## config.mk

```make
export PLATFORM = sky130hd
export DESIGN_NAME = sprite_fetch_unit
export DESIGN_NICKNAME = d
export VERILOG_FILES = /design/src/rtl/sprite_pkg.sv /design/src/rtl/sprite_rom_bank.sv /design/src/rtl/sprite_fetch_unit.sv
export SDC_FILE = /design/constraint.sdc
export NUM_CORES = 1
export LEC_CHECK = 0
export ABC_AREA = 1
export BUFFER_PORTS_ARGS = -buffer_cell sky130_fd_sc_hd__buf_4
export CORE_MARGIN = 3
export CORE_UTILIZATION = 55
export CTS_CLUSTER_SIZE = 24
export DETAILED_ROUTE_END_ITERATION = 16
export PLACE_DENSITY = 0.76
export SLEW_MARGIN = 20
export SYNTH_ARGS = -nofsm -noshare
export SYNTH_HDL_FRONTEND = slang
export SYNTH_SLANG_ARGS = --single-unit
```

## constraint.sdc

```tcl
create_clock -name clk -period 3.1 [get_ports clk]
set_input_delay 0.155 -clock clk [delete_from_list [all_inputs] [get_ports clk]]
set_output_delay 0.155 -clock clk [all_outputs]
set_load 0.005 [all_outputs]
```

## src/rtl/sprite_pkg.sv

```systemverilog
// rtl/sprite_pkg.sv - shared sprite constants, sprite ids and width helper
package sprite_pkg;

  // Default geometry of the sprite set
  localparam int NUM_SPRITES_DEF = 9;
  localparam int ADDR_W_DEF      = 12;
  localparam int DATA_W_DEF      = 6;
  localparam int FRAMES_DEF      = 2;
  localparam int ANIM_DIV_DEF    = 8;

  // Character sprite indices as stored in the ROM bank
  typedef enum logic [3:0] {
    SPR_KNIGHT = 4'd0,
    SPR_ARCHER = 4'd1,
    SPR_MAGE   = 4'd2,
    SPR_ROGUE  = 4'd3,
    SPR_CLERIC = 4'd4,
    SPR_GOLEM  = 4'd5,
    SPR_WRAITH = 4'd6,
    SPR_DRAKE  = 4'd7,
    SPR_SLIME  = 4'd8
  } sprite_id_e;

  // Sprite shown after reset and substituted for out-of-range indices
  localparam sprite_id_e SPR_DEFAULT = SPR_KNIGHT;

  // Bit width needed to index n items, never less than one bit
  function automatic int width_of(input int n);
    return (n > 1) ? $clog2(n) : 1;
  endfunction

endpackage

```

## src/rtl/sprite_rom_bank.sv

```systemverilog
// rtl/sprite_rom_bank.sv - all sprite ROMs plus the sprite index mux
// Ports:
//   sprite_idx : sprite to read, out-of-range values read the default sprite
//   rom_addr   : {animation frame, pixel address}
//   pixel      : combinational pixel colour
module sprite_rom_bank
  import sprite_pkg::*;
#(
  parameter int NUM_SPRITES = NUM_SPRITES_DEF,
  parameter int ADDR_W      = ADDR_W_DEF,
  parameter int DATA_W      = DATA_W_DEF,
  parameter int FRAMES      = FRAMES_DEF,
  localparam int SEL_W      = width_of(NUM_SPRITES),
  localparam int FRM_W      = width_of(FRAMES),
  localparam int ROM_AW     = ADDR_W + FRM_W
) (
  input  logic [SEL_W-1:0]  sprite_idx,
  input  logic [ROM_AW-1:0] rom_addr,
  output logic [DATA_W-1:0] pixel
);

  logic [ADDR_W-1:0] pix_addr;
  logic [FRM_W-1:0]  frm;
  logic [DATA_W-1:0] pattern;
  logic [DATA_W-1:0] bank [2**SEL_W];

  assign pix_addr = rom_addr[ADDR_W-1:0];
  assign frm      = rom_addr[ROM_AW-1:ADDR_W];

  // Artwork is a folded address pattern, offset per sprite and per frame so
  // every sprite/frame pair has distinct contents.
  assign pattern = DATA_W'(pix_addr ^ (pix_addr >> 6));

  // Unused index slots are filled with the default sprite so any index
  // beyond the sprite set reads it without extra compare logic.
  for (genvar s = 0; s < 2**SEL_W; s++) begin : g_spr
    localparam int S = (s < NUM_SPRITES) ? s : int'(SPR_DEFAULT);
    assign bank[s] = pattern + DATA_W'(S * 11) + DATA_W'(frm) * DATA_W'(23);
  end

  assign pixel = bank[sprite_idx];

endmodule

```

## src/rtl/sprite_fetch_unit.sv

```systemverilog
// rtl/sprite_fetch_unit.sv - character select, animation stepping and 2-cycle pixel fetch
// Ports:
//   clk, rst_n        : clock, synchronous active-low reset
//   char_sel, sel_req : requested character and its capture strobe
//   frame_start       : vertical blank pulse, the only point characters switch
//   rd_en, address    : pixel read request
//   data, data_valid  : pixel result, two cycles after the request
//   active_char       : character being displayed
//   anim_frame        : current animation frame
//   bad_sel           : sticky out-of-range request flag
module sprite_fetch_unit
  import sprite_pkg::*;
#(
  parameter int NUM_SPRITES = NUM_SPRITES_DEF,
  parameter int ADDR_W      = ADDR_W_DEF,
  parameter int DATA_W      = DATA_W_DEF,
  parameter int FRAMES      = FRAMES_DEF,
  parameter int ANIM_DIV    = ANIM_DIV_DEF,
  localparam int SEL_W      = width_of(NUM_SPRITES),
  localparam int FRM_W      = width_of(FRAMES)
) (
  input  logic              clk,
  input  logic              rst_n,
  input  logic [SEL_W-1:0]  char_sel,
  input  logic              sel_req,
  input  logic              frame_start,
  input  logic              rd_en,
  input  logic [ADDR_W-1:0] address,
  output logic [DATA_W-1:0] data,
  output logic              data_valid,
  output logic [SEL_W-1:0]  active_char,
  output logic [FRM_W-1:0]  anim_frame,
  output logic              bad_sel
);

  localparam int DIV_W  = width_of(ANIM_DIV);
  localparam int ROM_AW = ADDR_W + FRM_W;

  localparam logic [SEL_W:0]   SEL_LIMIT = (SEL_W + 1)'(NUM_SPRITES);
  localparam logic [DIV_W-1:0] DIV_LAST  = DIV_W'(ANIM_DIV - 1);
  localparam logic [FRM_W-1:0] FRM_LAST  = FRM_W'(FRAMES - 1);
  localparam logic [SEL_W-1:0] SEL_RESET = SEL_W'(SPR_DEFAULT);

  logic [SEL_W-1:0] pending;
  logic             pend_flag;
  logic [DIV_W-1:0] divider;

  logic              s1_valid;
  logic [ROM_AW-1:0] s1_addr;
  logic [SEL_W-1:0]  s1_char;
  logic [DATA_W-1:0] rom_pixel;

  logic             sel_ok;
  logic             new_sel;
  logic             do_change;
  logic [SEL_W-1:0] next_char;

  always_comb begin
    sel_ok    = ({1'b0, char_sel} < SEL_LIMIT);
    new_sel   = sel_req & sel_ok;
    // A request arriving with the frame pulse beats any older pending one
    do_change = frame_start & (new_sel | pend_flag);
    next_char = new_sel ? char_sel : pending;
  end

  // Character selection and animation timing
  always_ff @(posedge clk) begin
    if (!rst_n) begin
      active_char <= SEL_RESET;
      pending     <= SEL_RESET;
      pend_flag   <= 1'b0;
      divider     <= '0;
      anim_frame  <= '0;
      bad_sel     <= 1'b0;
    end else begin
      if (sel_req && !sel_ok) begin
        bad_sel <= 1'b1;
      end
      if (new_sel) begin
        pending <= char_sel;
      end
      if (do_change) begin
        // Character switch restarts the animation instead of advancing it
        active_char <= next_char;
        pend_flag   <= 1'b0;
        divider     <= '0;
        anim_frame  <= '0;
      end else begin
        if (new_sel) begin
          pend_flag <= 1'b1;
        end
        if (frame_start) begin
          if (divider == DIV_LAST) begin
            divider    <= '0;
            anim_frame <= (anim_frame == FRM_LAST) ? '0 : anim_frame + 1'b1;
          end else begin
            divider <= divider + 1'b1;
          end
        end
      end
    end
  end

  // Stage 1 captures the sprite with the address so an in-flight read is
  // unaffected by a character switch on the following edge.
  always_ff @(posedge clk) begin
    if (!rst_n) begin
      s1_valid   <= 1'b0;
      s1_addr    <= '0;
      s1_char    <= SEL_RESET;
      data_valid <= 1'b0;
      data       <= '0;
    end else begin
      s1_valid   <= rd_en;
      data_valid <= s1_valid;
      if (rd_en) begin
        s1_addr <= {anim_frame, address};
        s1_char <= active_char;
      end
      if (s1_valid) begin
        data <= rom_pixel;
      end
    end
  end

  sprite_rom_bank #(
    .NUM_SPRITES(NUM_SPRITES),
    .ADDR_W     (ADDR_W),
    .DATA_W     (DATA_W),
    .FRAMES     (FRAMES)
  ) u_rom_bank (
    .sprite_idx(s1_char),
    .rom_addr  (s1_addr),
    .pixel     (rom_pixel)
  );

endmodule

```

==> flow_summary_export.csv, run 1 <==
group,metric,value,unit
clock_network,cts_tree,"done",
critical_path,rrSetupSlack,0.36,ns
clock_network,cts-resized-gates,0,
critical_path,path_buf_inv,3,
critical_path,reg2reg_depth,17,
global_routing,overflow,0,
clock_network,path_clk_slew,0.08,ns
synthesis,yosysWarnings,0,
synthesis,synth_edf_count,0,
floorplan,rows,26,
sta,tns,0,ns
global_routing,grt_pass1_vias,2954,
routing,first_iter_violations,160,
place,dpl.hpwl,6240,um
hold_path,holdCritStartpoint,"address[7]",
synthesis,synth_top_cell_by_area,"dfxtp_1",
synthesis,synthCells,469,
cells_and_area,post-route-util,0.657,
routing,wirelength,7720,um
pwr,power_density,451,nW/um2
cells_and_area,drive_above_1_share,0.134,
clock_network,ctsLongestPathBuffers,2,
synthesis,synth_top_area_frac,0.258,
cells_and_area,antennaDiodeCount,0,
critical_path,cp_data_required_time,3.33,ns
critical_path,reg2reg_from,"s1_addr[12]",
clock_network,postCtsSetupRepairBufs,0,
synthesis,synth_ff_type,"dfxtp_1",
critical_path,slowest_stage,"dfxtp_1",
global_routing,antenna_found_initial,0,
floorplan,pin_count,34,
cells_and_area,fin_nets,550,
floorplan,fp.dieW,80.2,um
synthesis,synth.area.top_cells,"dfxtp_1 26%, nand2_1 15%, ha_1 11%",
sta,slew_headroom,0.646,
floorplan,initial_core_util,0.581,
sta,fin_crit,2.74,ns
sta,rsz0062_at_grt,"no",
critical_path,slowest_delay,0.47,ns
clock_network,cts_root_buffer,"clkbuf_8",
critical_path,path_class,"reg2reg",
critical_path,cp-end-kind,"flop",
sta,whs,0.0832,ns
sta,hold_viol,0,
sta,clock.fmax,365,MHz
critical_path,cp-start-kind,"flop",
floorplan,core-area,5200,um2
clock_network,tritoncts.num_buffers,5,
synthesis,synthTopCellsByCount,"118 x nand2_1, 60 x inv_1, 42 x nand3_1, 39 x dfxtp_1, 38 x nor2_1",
routing,via_count,3036,
sta,setup_viol,0,
clock_network,cts.sinks,39,
critical_path,worstPathArrival,2.97,ns
place,gp_congestion,1.02,
synthesis,synthArstFlopShare,0,
job,drv_cap,0,
routing,wire_per_inst,13.6,um
critical_path,path_cells,"inv_1, ha_1, inv_2, ha_1, inv_1, nand2_1, nand2_1, nand3_1, nand3_1, nand3_1, nand2_1, nand2_1, nand2_1, nand2_1, nand2_1, nand2_1, a21oi_1",
pwr,leakagePower,1.79,nW
critical_path,worst-path-stages,17,
global_routing,grt_pass1_wl,13200,um
cells_and_area,final_area,3420,um2
hold_path,hold_class,"in2reg",
clock_network,htreeDepth,2,
critical_path,cp_top_family,"adder cells",
synthesis,syn_area,3030,um2
routing,drt_pass1_iterations,5,
place,postPlaceCellArea,3330,um2
sta,finalMaxSlewViolations,0,
sta,worstMarginPinSlew,0.531,ns
place,port_buffers,33,
clock_network,clock_latency,0.30,ns
synthesis,synth_fp_nets,520,
global_routing,grt_use_total,0.262,
hold_path,worstHoldEndpoint,"s1_addr[7]",
cells_and_area,areaGrowthSynthToFinish,12.9,%
critical_path,cpMostUsedCell,"nand2_1",
run_status,outcome,"finished clean",
synthesis,avgSynthCellArea,6.45,um2
critical_path,cp_max_fo,7,
floorplan,die_y,80.2,um
clock_network,postCtsHoldBufs,0,
hold_path,min_path_cells,3,
pwr,ir_drop,0.000237,V
routing,final_antenna_net_count,0,
synthesis,ys_seq_area_frac,0.258,
sta,skew,0.0107,ns
critical_path,timing.rr.end,"data[4]",
sta,period_share,0.885,
routing,post_drt_via_cell_ratio,5.33,
routing,drc,0,
synthesis,yosysUniqueCellTypes,32,
global_routing,grt_max_degree,29,
floorplan,die-area,6430,um2
synthesis,ys_seq_elements,39,
synthesis,yosysMostFrequentCell,"nand2_1",
routing by layer:
metal  global-route usage  wire length [um]  vias to the layer above
met5                    0                 0                        -
met4                0.132               364                        0
met3               0.0460               459                       30
met2                0.405              3320                      109
met1                0.348              3580                     1337
li1                     -                 -                     1560
worst reg2reg max path: stages (launching register included):
cell and delay [ns]:
dfxtp_1 0.47, inv_1 0.22, ha_1 0.47, inv_2 0.14
ha_1 0.35, inv_1 0.12, nand2_1 0.08, nand2_1 0.08
nand3_1 0.13, nand3_1 0.09, nand3_1 0.09, nand2_1 0.07
nand2_1 0.05, nand2_1 0.06, nand2_1 0.05, nand2_1 0.06
nand2_1 0.04, a21oi_1 0.11
cells in the final DEF, fill, tap and decap left out, drive strengths merged, types with 7 or more instances in the layout:
cell type,instances
o21ai,37
buf,35
inv,67
ha,27
nor2,38
a21oi,35
nand2,132
dfxtp,39
nand3,42
xnor2,7
xor2,8
sequential cells by signal (all words and copies together), names as in the netlist:
signal       cells
data             6
active_char      4
data_valid       1
pend_flag        1
bad_sel          1
s1_char          4
s1_valid         1
divider          3
pending          4
anim_frame       1
s1_addr         13
area by class of cell:
cell class / instances / area (um2)
inverters: 67 / 254
clock inverters: 3 / 23.8
fillers: 502 / 1790
flip-flops and latches: 39 / 781
well taps: 70 / 87.6
repair buffers: 35 / 263
multi-input cells: 351 / 1940
clock buffers: 5 / 68.8
power breakdown:
group | switching [mW] | internal, mW | total (mW)
registers | 0.0256 | 0.535 | 0.560
logic | 0.395 | 0.234 | 0.628
clock network | 0.192 | 0.161 | 0.353
total | 0.613 | 0.929 | 1.54
logic make-up after synthesis:
kind of cell    Yosys count  synth area share
fa+ha+maj                30             0.131
buf+inv                  79             0.101
flops                    39             0.258
compound gates           87             0.155
xor+xnor                 15            0.0434
simple gates            219             0.311
worst max-delay path by stage:
stage | startpoint | end | slack [ns]
6_report | s1_addr[12] | data[4] | 0.36
5_1_grt | s1_addr[12] | data[5] | 0.06
4_1_cts | s1_addr[12] | data[4] | 0.38
3_5_place_dp | s1_addr[12] | data[4] | 0.40
3_3_place_gp | s1_addr[12] | data[4] | 0.45
2_1_floorplan | s1_addr[1] | data[3] | 0.51
stage by stage:
stage               worst slack, ns  total power [mW]  cells
floorplan                     0.508              1.02    469
global placement              0.455              1.18    562
detailed placement            0.395              1.19    562
CTS                           0.383              1.54    570
global route                 0.0623              1.66    570
finish                        0.358              1.54    570
Note: power is estimated with default switching activity, not from simulation.
==> inputs of run 2 (changes only) <==
--- a/config.mk
+++ b/config.mk
@@ -9,9 +9,11 @@
 export BUFFER_PORTS_ARGS = -buffer_cell sky130_fd_sc_hd__buf_4
 export CORE_MARGIN = 3
 export CORE_UTILIZATION = 55
+export CTS_BUF_LIST = sky130_fd_sc_hd__clkbuf_8 sky130_fd_sc_hd__clkbuf_16
 export CTS_CLUSTER_SIZE = 24
 export DETAILED_ROUTE_END_ITERATION = 16
 export PLACE_DENSITY = 0.76
+export REMOVE_ABC_BUFFERS = 1
 export SLEW_MARGIN = 20
 export SYNTH_ARGS = -nofsm -noshare
 export SYNTH_HDL_FRONTEND = slang
==> flow_summary_export.csv, run 2 (synthesis gave the netlist of run 1 again) <==
group,metric,value,unit
run_status,outcome,"finished clean",
routing,dr.max_layer_used,"met4",
sta,worstMarginPinSlew,0.520,ns
job,drv_cap,0,
critical_path,slowest_stage,"fa_1",
clock_network,cts-resized-gates,0,
pwr,swShare,0.373,
cells_and_area,largest_reg_flops,13,
clock_network,clock_latency,0.29,ns
critical_path,cp-end-kind,"flop",
hold_path,hold_class,"in2reg",
routing,drt_pass1_iterations,5,
pwr,clock_power_share,0.265,
routing,first_iter_violations,218,
sta,hold_viol,0,
global_routing,overflow,0,
cells_and_area,fin_nets,550,
floorplan,initial_core_util,0.581,
cells_and_area,final_common_cell,"nand2_1",
clock_network,cts_root_buffer,"clkbuf_8",
critical_path,cp-start-kind,"flop",
critical_path,worstPathArrival,2.90,ns
global_routing,grt_pass1_vias,2889,
sta,period_share,0.860,
global_routing,antenna_found_initial,0,
place,dp_slack,0.393,ns
pwr,cellInternalPower,1.01,mW
clock_network,path_clk_slew,0.08,ns
clock_network,tritoncts.num_buffers,5,
floorplan,die-area,6430,um2
pwr,ir_drop,0.000298,V
sta,rsz0062_at_grt,"no",
floorplan,core-area,5200,um2
place,dpl.hpwl,6110,um
sta,whs,0.0821,ns
place,gp_congestion,0.929,
pwr,switching_power,602,uW
sta,slew_headroom,0.653,
critical_path,cp_top_family,"adder cells",
routing,wire_per_inst,13.4,um
sta,fin_crit,2.67,ns
pwr,power_density,468,nW/um2
global_routing,grt_use_total,0.263,
clock_network,cts_tree,"done",
floorplan,rows,26,
floorplan,pin_count,34,
cells_and_area,reg_top3,"s1_addr x13, data x6",
cells_and_area,antennaDiodeCount,0,
cells_and_area,regMostFlops,"s1_addr",
critical_path,path_cells,"xnor2_1, inv_1, ha_1, inv_1, ha_1, fa_1, inv_1, o22ai_1, inv_1, nand2_1, nand3_1, nand2_1, inv_1, nand2_1, nand2_1, nand2_1, nand2_1, nand2_1, a21oi_1",
floorplan,die_y,80.2,um
pwr,p_total,1.61,mW
sta,finalMaxSlewViolations,0,
clock_network,ctsLongestPathBuffers,2,
routing,post_drt_via_cell_ratio,5.26,
routing,wl_met2,3560,um
critical_path,slowest_delay,0.42,ns
critical_path,cp_data_required_time,3.33,ns
sta,setup_viol,0,
critical_path,path_class,"reg2reg",
cells_and_area,areaGrowthSynthToFinish,13.7,%
clock_network,postCtsHoldBufs,0,
place,port_buffers,33,
cells_and_area,post-route-util,0.661,
routing,drc,0,
critical_path,cp_max_fo,4,
sta,clock.fmax,375,MHz
pwr,p_comb_frac,0.388,
global_routing,grt_max_degree,29,
cells_and_area,fillCellCount,504,
cells_and_area,most-common-layout-cells,"118 x nand2_1, 60 x inv_1, 42 x nand3_1",
routing,via_count,3001,
floorplan,fp.dieW,80.2,um
cells_and_area,drive_above_1_share,0.136,
global_routing,grt_pass1_wl,13300,um
sta,skew,0.00734,ns
routing,wl_met1,3590,um
critical_path,path_buf_inv,5,
sta,tns,0,ns
pwr,leakagePower,1.81,nW
sta,fin_ws,0.434,ns
routing,wl_met3,300,um
clock_network,cts.sinks,39,
pwr,pwr-share-seq,0.348,
routing,wirelength,7660,um
critical_path,cpMostUsedCell,"nand2_1",
clock_network,postCtsSetupRepairBufs,0,
routing,final_antenna_net_count,0,
clock_network,htreeDepth,2,
==> run 2: cell count changes in the layout (fill, tap and decap cells not counted), sizes merged <==
| cell | change |
|---|---|
| clkinvlp | -2 |
| clkinv | +2 |
| inv | -1 |
| bufinv | +1 |
==> run 2: through the flow <==
step	std cells	cell area, um2
2_1_floorplan	457	2980
3_3_place_gp	562	3330
3_5_place_dp	562	3330
4_1_cts	570	3440
5_1_grt	570	3440
6_report	570	3440
==> run 2: path summary, 6_finish.rpt <==
| path | from | endpoint | slack [ns] | depth (start not counted) |
|---|---|---|---|---|
| setup / recovery | s1_addr[1] | data[5] | 0.43 | 19 |
| hold / removal | address[4] | s1_addr[4] | 0.08 | 3 |
| setup reg to reg | s1_addr[1] | data[5] | 0.43 | 19 |
| hold reg to reg | bad_sel | bad_sel | 0.45 | 2 |
==> run 2: layer usage <==
| layer | global-route usage | vias to the layer above |
|---|---|---|
| met5 | 0 | - |
| met4 | 0.118 | 0 |
| met3 | 0.0291 | 20 |
| met2 | 0.424 | 90 |
| met1 | 0.352 | 1337 |
| li1 | - | 1554 |
==> run 2: worst reg2reg max path, cell delays in order (launching register included) <==
cell     delay, ns
dfxtp_1       0.32
xnor2_1       0.20
inv_1         0.08
ha_1          0.34
inv_1         0.08
ha_1          0.26
fa_1          0.42
inv_1         0.08
o22ai_1       0.12
inv_1         0.07
nand2_1       0.04
nand3_1       0.07
nand2_1       0.06
inv_1         0.06
nand2_1       0.05
nand2_1       0.05
nand2_1       0.06
nand2_1       0.06
nand2_1       0.05
a21oi_1       0.12
==> run 2: area by class of cell <==
| type | count | area, um2 | area share |
|---|---|---|---|
| multi-input cells | 351 | 1940 | 0.565 |
| flip-flops and latches | 39 | 781 | 0.227 |
| repair buffers | 35 | 263 | 0.0764 |
| inverters | 67 | 254 | 0.0738 |
| well taps | 70 | 87.6 | 0.0255 |
| clock buffers | 5 | 68.8 | 0.0200 |
| clock inverters | 3 | 43.8 | 0.0127 |
==> run 2: power by group through the flow <==
stage	Combinational (mW)	Clock, mW	Sequential [mW]
2_1_floorplan	0.437	0	0.569
3_3_place_gp	0.608	0	0.570
3_5_place_dp	0.616	0	0.571
4_1_cts	0.619	0.437	0.560
5_1_grt	0.713	0.459	0.566
6_report	0.625	0.426	0.560
